[config.mk]
export PLATFORM = sky130hd
export DESIGN_NAME = axis_packet_gate
export DESIGN_NICKNAME = d
export VERILOG_FILES = /design/src/rtl/axis_packet_gate.sv
export SDC_FILE = /design/constraint.sdc
export NUM_CORES = 1
export LEC_CHECK = 0
export CORE_MARGIN = 8
export CORE_UTILIZATION = 30
export CTS_CLUSTER_SIZE = 25
export DETAILED_ROUTE_END_ITERATION = 8
export HOLD_SLACK_MARGIN = 0.1
export PLACE_DENSITY = 0.56
export SYNTH_ARGS = -nofsm -noshare
export SYNTH_HDL_FRONTEND = slang
export SYNTH_SLANG_ARGS = --single-unit
[constraint.sdc]
create_clock -name clock -period 3.5 [get_ports clock]
set_input_delay 0.525 -clock clock [delete_from_list [all_inputs] [get_ports clock]]
set_output_delay 0.525 -clock clock [all_outputs]
set_load 0.05 [all_outputs]
[src/rtl/axis_packet_gate.sv]
// Qualifies AXI-Stream packets (error flag, min/max length) ahead of the store-and-forward FIFO.
// One registered output stage gives 1-cycle latency; the source stalls only while that stage is full and stalled.
module axis_packet_gate #(
    parameter int WIDTH  = 8,
    parameter int MINLEN = 1,
    parameter int MAXLEN = 1024,
    parameter int LBITS  = 11,
    parameter int CBITS  = 16
) (
    input  logic             clock,
    input  logic             reset_n,
    input  logic             s_tvalid,
    output logic             s_tready,
    input  logic             s_tlast,
    input  logic             s_tuser,
    input  logic [WIDTH-1:0] s_tdata,
    output logic             m_tvalid,
    input  logic             m_tready,
    output logic             m_tlast,
    output logic             m_tdrop,
    output logic [WIDTH-1:0] m_tdata,
    output logic             pkt_ok_o,
    output logic             pkt_bad_o,
    output logic [LBITS-1:0] len_o,
    output logic [CBITS-1:0] ok_cnt_o,
    output logic [CBITS-1:0] bad_cnt_o
);

    // One extra bit so the saturation value MAXLEN+1 always fits.
    localparam int NW = LBITS + 1;
    localparam logic [NW-1:0] MAX_N = NW'(MAXLEN);
    localparam logic [NW-1:0] SAT_N = NW'(MAXLEN + 1);
    localparam logic [NW-1:0] MIN_N = NW'(MINLEN);

    typedef enum logic [1:0] {IDLE, PASS, SKIP} state_t;

    state_t           state_q;
    logic             run_q;
    logic [NW-1:0]    n_q;
    logic [NW-1:0]    n_d;
    logic             bad_d;
    logic             m_vld_q;
    logic             m_last_q;
    logic             m_drop_q;
    logic [WIDTH-1:0] m_dat_q;
    logic [LBITS-1:0] m_len_q;
    logic             ok_q;
    logic             bad_q;
    logic [LBITS-1:0] len_q;
    logic [CBITS-1:0] ok_cnt_q;
    logic [CBITS-1:0] bad_cnt_q;
    logic             s_acc;
    logic             m_xfer;

    // run_q keeps s_tready low while reset is held and for the first edge after release.
    assign s_tready = run_q && ((state_q == SKIP) || !m_vld_q || m_tready);
    assign s_acc    = s_tvalid && s_tready;
    assign m_xfer   = m_vld_q && m_tready;

    always_comb begin
        n_d   = (n_q == SAT_N) ? SAT_N : n_q + NW'(1);
        bad_d = s_tuser || (n_d > MAX_N) || (s_tlast && (n_d < MIN_N));
    end

    always_ff @(posedge clock or negedge reset_n) begin
        if (!reset_n) begin
            state_q   <= IDLE;
            run_q     <= 1'b0;
            n_q       <= '0;
            m_vld_q   <= 1'b0;
            m_last_q  <= 1'b0;
            m_drop_q  <= 1'b0;
            m_dat_q   <= '0;
            m_len_q   <= '0;
            ok_q      <= 1'b0;
            bad_q     <= 1'b0;
            len_q     <= '0;
            ok_cnt_q  <= '0;
            bad_cnt_q <= '0;
        end else begin
            run_q <= 1'b1;
            ok_q  <= 1'b0;
            bad_q <= 1'b0;
            if (m_xfer) begin
                m_vld_q <= 1'b0;
                if (m_drop_q) begin
                    bad_q     <= 1'b1;
                    bad_cnt_q <= bad_cnt_q + CBITS'(1);
                end else if (m_last_q) begin
                    ok_q     <= 1'b1;
                    ok_cnt_q <= ok_cnt_q + CBITS'(1);
                    len_q    <= m_len_q;
                end
            end
            if (s_acc) begin
                n_q <= s_tlast ? '0 : n_d;
                if (state_q == SKIP) begin
                    if (s_tlast) state_q <= IDLE;
                end else begin
                    // A load here overrides the clear above, so a same-cycle drain and refill has no bubble.
                    m_vld_q  <= 1'b1;
                    m_dat_q  <= s_tdata;
                    m_last_q <= s_tlast;
                    m_drop_q <= bad_d;
                    m_len_q  <= n_d[LBITS-1:0];
                    state_q  <= s_tlast ? IDLE : (bad_d ? SKIP : PASS);
                end
            end
        end
    end

    assign m_tvalid  = m_vld_q;
    assign m_tlast   = m_last_q;
    assign m_tdrop   = m_drop_q;
    assign m_tdata   = m_dat_q;
    assign pkt_ok_o  = ok_q;
    assign pkt_bad_o = bad_q;
    assign len_o     = len_q;
    assign ok_cnt_o  = ok_cnt_q;
    assign bad_cnt_o = bad_cnt_q;

endmodule

==> impl_metrics.env <==
export IMPL_die_y_um=127.0
export IMPL_ios=71
export IMPL_postSynthCellCount=359
export IMPL_area_growth_pct=31.05
export IMPL_reg2reg_from="n_q[0]$_DFFE_PN0P_"
export IMPL_ys_ff_latch=82
export IMPL_nets=444
export IMPL_routed_wl_mm=8.398
export IMPL_powerDensity_nw_per_um2=663.8
export IMPL_critPathKind="input pin to primary output"
export IMPL_io_buffers=70
export IMPL_maxCapViolCount=0
export IMPL_postSynthAreaPerCell_sq_um=10.29
export IMPL_ctsHoldBuffers=0
export IMPL_cts_tree="yes"
export IMPL_grt_start_max_net_pins=83
export IMPL_clock_sinks=82
export IMPL_path_max_fanout=3
export IMPL_synth_top_cell_area_share_pct=55.54
export IMPL_antenna_found_initial=0
export IMPL_cts_resized_gates=0
export IMPL_coreArea_sq_um=12010
export IMPL_fin_crit_ns=2.634
export IMPL_routabilityCongestion=0.7507
export IMPL_rr_worst_depth=7
export IMPL_critPathRequiredTime_ns=2.97
export IMPL_power_uw=3214
export IMPL_r2r_slack_ns=1.04
export IMPL_insertion_delay_ns=0.34
export IMPL_wl_per_cell_um=14.55
export IMPL_tns_ns=0
export IMPL_hold_path_class="input pin to asynchronous set/reset pin"
export IMPL_yosys_area_top_type="dfrtp_1"
export IMPL_finalHoldViolCount=0
export IMPL_seqCellArea_sq_um=2052
export IMPL_antenna_left=0
export IMPL_num_fill_cells=1198
export IMPL_cp_cell_sequence="clkdlybuf4s50_1, nand2b_1, o21a_1, clkdlybuf4s50_1"
export IMPL_crit_cells=4
export IMPL_via_count=2737
export IMPL_tightest_slew_ns=1.022
export IMPL_status="complete, no violations"
export IMPL_drive_above_1_share_pct=8.140
export IMPL_ctsRootBufferMaster="clkbuf_16"
export IMPL_synthTopCellsByCount="dfrtp_1, nand2_1, xnor2_1, o21ai_0, clkbuf_1"
export IMPL_clock_skew_ns=0.007206
export IMPL_chipWidth_um=127.0
export IMPL_post_dp_hpwl_mm=5.996
export IMPL_grt_usage_pct=10.83
export IMPL_fmax_mhz=379.7
export IMPL_drt_iter0_markers=162
export IMPL_cts_htree_levels=3
export IMPL_synth_area_leaders="dfrtp_1, nand2_1, xnor2_1, o21ai_0, mux2_2"
export IMPL_critPathMaxStageDelay_ns=0.82
export IMPL_irDropWorstVdd_mv=0.2636
export IMPL_slew_headroom_pct=31.89
export IMPL_start_util_pct=30.76
export IMPL_cts_buffers=9
export IMPL_slew_violations=0
export IMPL_worst_path_buf_inv=2
export IMPL_yosysMostFrequentCell="dfrtp_1"
export IMPL_drc=0
export IMPL_synth_flop_cell="dfrtp_1"
export IMPL_post_cts_setup_buffers=0
export IMPL_r2r_end="state_q[1]$_DFFE_PN0P_"
export IMPL_synth_async_reset_ratio_pct=100.0
export IMPL_path_clk_slew_ns=0.06
export IMPL_period_share_pct=75.24
export IMPL_synth_fp_nets=378
export IMPL_setup_viol=0
export IMPL_via_per_inst=4.744
export IMPL_netlist_area_sq_um=3695
export IMPL_seq_area_frac_synth_pct=55.54
export IMPL_multi_input_area_sq_um=1546
export IMPL_num_rows=40
export IMPL_synth_distinct_cells=44
export IMPL_grt_pass1_vias=2680
export IMPL_arrival_ns=2.11
export IMPL_grt_ovfl_total=0
export IMPL_fp_dieArea_sq_um=16120
export IMPL_power_leakage_uw=0.002136
export IMPL_synth_edf_count=0
export IMPL_post_route_util_pct=40.31
export IMPL_rsz0062_at_grt="no"
export IMPL_cpMaxStageDelayCell="clkdlybuf4s50_1"
export IMPL_clockBufferDepth=2
export IMPL_cp_common_cell="clkdlybuf4s50_1"
export IMPL_synth_warnings=0
export IMPL_drt_pass1_iterations=5
export IMPL_endpoint_kind="primary output"
export IMPL_crit_family="buffers and inverters"
export IMPL_startpoint_type="input pin"
export IMPL_num_antenna_cells=0
export IMPL_grt_pass1_wl_mm=14.12
-- sequential cells by signal, indices dropped and copies added, names as in the netlist, 2 cells and up --
signal / count
state_q: 2
len_o: 11
ok_cnt_o: 16
n_q: 12
m_tdata: 8
bad_cnt_o: 16
m_len_q: 11
-- cells in the final DEF, fill, tap and decap left out, types with 5 or more instances in the layout --
master           synthesis  final
dfrtp_1                 82     82
nand2_1                 80     80
clkdlybuf4s50_1          0     69
xnor2_1                 30     30
o21ai_0                 27     27
and3_1                  14     14
nor2_1                  12     12
xor2_1                  11     11
nand4_1                  9      9
mux2_2                   9      9
clkbuf_16                0      9
nand3_1                  8      8
nor3_1                   5      5
a31oi_1                  5      5
ha_1                     5      5
-- worst register-to-register path, delay by kind of cell (launching register included) --
family / cells / cell delay [ns]
and+or+nand+nor: 2 / 0.49
DFF: 1 / 0.45
AOI/OAI and AO/OA: 4 / 1.00
adders and majority gates: 1 / 0.40
-- how the worst max path moves through the flow --
stage,start,to,slack [ns]
global placement,m_tready,s_tready,0.88
global route,m_tready,s_tready,0.81
finish,m_tready,s_tready,0.87
floorplan,m_tvalid$_DFF_PN0_,m_tdata[5]$_DFFE_PN0P_,0.94
detailed placement,m_tready,s_tready,0.87
CTS,m_tready,s_tready,0.86
-- power breakdown --
| group | leakage [uW] | switching (uW) | internal, uW | total (uW) |
|---|---|---|---|---|
| clock | 0.000156 | 371 | 642 | 1010 |
| sequential | 0.00110 | 126 | 1100 | 1220 |
| combinational | 0.000881 | 632 | 346 | 977 |
-- cell families (layout without fill, tap and decap cells) --
| kind of cell | count (synthesis) | after routing | synth area share, % |
|---|---|---|---|
| buffers and inverters | 23 | 94 | 2.607 |
| other | 1 | 1 | 0.1015 |
| muxes | 9 | 9 | 2.743 |
| AOI/OAI and AO/OA | 50 | 50 | 8.331 |
| and+or+nand+nor | 148 | 148 | 19.27 |
| adders and majority gates | 5 | 5 | 1.693 |
| DFF | 82 | 82 | 55.54 |
| xor gates and xnor gates | 41 | 41 | 9.719 |
-- metal layers --
metal / track usage [%] / vias to the layer above / wire length (um)
li1: - / 1353 / -
met1: 13.89 / 1328 / 3906
met2: 16.86 / 47 / 3958
met3: 3.619 / 9 / 440
met4: 3.429 / 0 / 93
met5: 0 / - / 0
-- final cells by class --
class / count / area share, %
Multi-Input combinational cell: 254 / 31.94
Clock inverter: 5 / 1.602
Inverter: 5 / 0.3876
Clock buffer: 11 / 5.013
Sequential cell: 82 / 42.38
Timing Repair Buffer: 73 / 14.88
Tap cell: 147 / 3.798
-- stage by stage --
| step | area, sq um | setup WS [ns] | std cells | hold slack (ns) |
|---|---|---|---|---|
| floorplan | 3695 | 0.9352 | 359 | 0.2294 |
| global placement | 4522 | 0.8764 | 561 | 0.4546 |
| detailed placement | 4522 | 0.8658 | 561 | 0.4476 |
| CTS | 4842 | 0.8574 | 577 | 0.4149 |
| global route | 4842 | 0.8053 | 577 | 0.4495 |
| finish | 4842 | 0.8664 | 577 | 0.3487 |
Note: power is estimated with default switching activity, not from simulation.
==> RTL edit, RTL diff (same flow settings) <==
Put one more register stage on the output `bad_cnt_o`, cleared by the reset. The value now appears one clock later. The other outputs are not delayed to match.
--- a/src/rtl/axis_packet_gate.sv
+++ b/src/rtl/axis_packet_gate.sv
@@ -117,7 +117,13 @@
     assign pkt_bad_o = bad_q;
     assign len_o     = len_q;
     assign ok_cnt_o  = ok_cnt_q;
-    assign bad_cnt_o = bad_cnt_q;
+    always_ff @(posedge clock or negedge reset_n) begin
+        if (!reset_n) begin
+            bad_cnt_o <= '0;
+        end else begin
+            bad_cnt_o <= bad_cnt_q;
+        end
+    end
 
 endmodule
 
Formal check against the unedited RTL: not equivalent (a bounded check fails within 4 cycles, from zero or initial values and one cycle with reset_n low).
==> RTL edit against the original RTL <==
Wire length is 3.6% higher. Largest cell class unchanged. Area after synthesis rose by 12%. Synthesized cell count increased by 8.9%. Sequential cell count is 16 higher. Largest power group unchanged. Total power up 3.2%. Setup slack worse by 0.014 ns. Via count rose by 6.4%. Die area increased by 10%. Final area increased by 10%.
==> RTL edit: results (changes against the original RTL) <==
Synth area leaders=dfrtp_1, nand2_1, xnor2_1, o21ai_0, and3_1; critical path fanouts, max=3 (unchanged); Syn Inst Count=391 (+8.9%); syn_nets=410 (+8.5%); Psw=1.159 mW (+2.6%); wire per inst=13.48 um (-7.4%); CP delay by family, top=buffers and inverters; Crit path largest cell delay=0.82 ns (about the same); GRT Total Usage=10.19% (-0.64 points); hold crit path type=in2async; Resize count post-CTS=0 (unchanged); Root Buffer=clkbuf_16; VDD IR max=0.0002709 V (+2.8%); total leakage power=2.408 nW (+13%); status=completed; 1st-iter DRT viols=120 (-26%); worst reg2reg endpoint=m_tdrop$_DFFE_PN0P_; Post-CTS Repair Setup Buffers=0 (unchanged); R2R depth=6 (-1); sequential area share after synthesis=59.48% (+3.9 points); reg2reg setup slack=1.17 ns (+0.13 ns); port bufs=70 (unchanged); Rel. slew slack=47.84% (+16 points); Synth top cells by count=nand2_1, dfrtp_1, xnor2_1; Skew-Pair Late Insertion Delay=0.34 ns (about the same); worst r2r src=n_q[0]$_DFFE_PN0P_; slowest cell on the critical path=clkdlybuf4s50_1; proportion of layout cells with a drive suffix above 1=7.742% (-0.40 points); diodes inserted=0 (unchanged); vias in the first global route=2917 (+8.8%); cell count after placement=629 (+12%); synth unique cells=44 (unchanged); Crit. End Element=output port; clock buffer count from CTS=9 (unchanged); Detail Placement HPWL=6.486 mm (+8.2%); Via density=4.516 (-4.8%); Max Root-Sink Buffers=2 (unchanged); Reg clk slew, reported paths=0.07 ns; Main synth FF type=dfrtp_1; DRT Pass-1 Iters=4 (-1); Worst Setup EP=s_tready; Sequential Power=1.44 mW (+18%); Setup crit start=m_tready; initial antenna violation count=0 (unchanged); clk_skew=0.005149 ns (-0.002056 ns); largest net degree at the start of global routing=67 (-19%); critical path arrival=2.12 ns; Synth Warn #=0 (unchanged); combinational power share=25.8% (-4.6 points); async set-reset flop share out of synthesis=100.0% (unchanged); gpl congestion=0.7804 (+4.0%); first-pass GRT wire length=14.67 mm (+3.9%); FILL cells=1335 (+11%); fin nets=479 (+7.9%); fin cells=645 (+12%); htree depth=3 (unchanged)
RTL edit: cell count changes in the layout (fill, tap and decap cells not counted), moves of 3 or more:
cell,delta
and2_1,-3
buf_4,+3
dfrtp_1,+16
inv_6,+3
mux2_2,-6
nand2_1,+20
nor2_1,+11
nor4_1,+3
RTL edit: routing by layer:
layer  global-route usage [%]  wire, um  part of all wire, %  vias up
met2                    15.83      3977                   46       56
met3                    3.991       584                  6.7        5
met4                    2.932        84                 0.97        0
li1                         -         -                    -     1447
met5                        0         0                    0        -
met1                    12.87      4050                   47     1405
RTL edit: final cells by class:
type	instances	area, um2	share of cell area (%)
Multi-Input combinational cell	271	1574	29.54
Inverter	4	15.01	0.2818
Timing Repair Buffer	76	743.2	13.95
Clock inverter	7	92.59	1.738
Clock buffer	9	225.2	4.227
Sequential cell	98	2452	46.03
Tap cell	180	225.2	4.227
RTL edit: cell families after synthesis:
| family | share of synthesized area (%) |
|---|---|
| AND/OR/NAND/NOR | 20.49 |
| other | 0.09096 |
| XOR/XNOR | 7.861 |
| buffers and inverters | 2.337 |
| flip-flops | 59.48 |
| multiplexers | 1.305 |
| adder cells (fa/ha/maj) | 1.517 |
| AO/OA/AOI/OAI | 6.919 |
RTL edit: metrics by stage:
stage | area [um2] | power (mW) | setup slack [ns] | hold WS (ns) | util, %
2_1_floorplan | 4123 | 1.987 | 1.213 | 0.2294 | -
3_3_place_gp | 5010 | 2.316 | 0.8523 | 0.3865 | 36.66
3_5_place_dp | 5010 | 2.331 | 0.8565 | 0.3918 | 36.66
4_1_cts | 5328 | 3.364 | 0.8472 | 0.2994 | 38.99
5_1_grt | 5328 | 3.484 | 0.8028 | 0.3227 | 38.99
6_report | 5328 | 3.318 | 0.8526 | 0.2640 | 38.99
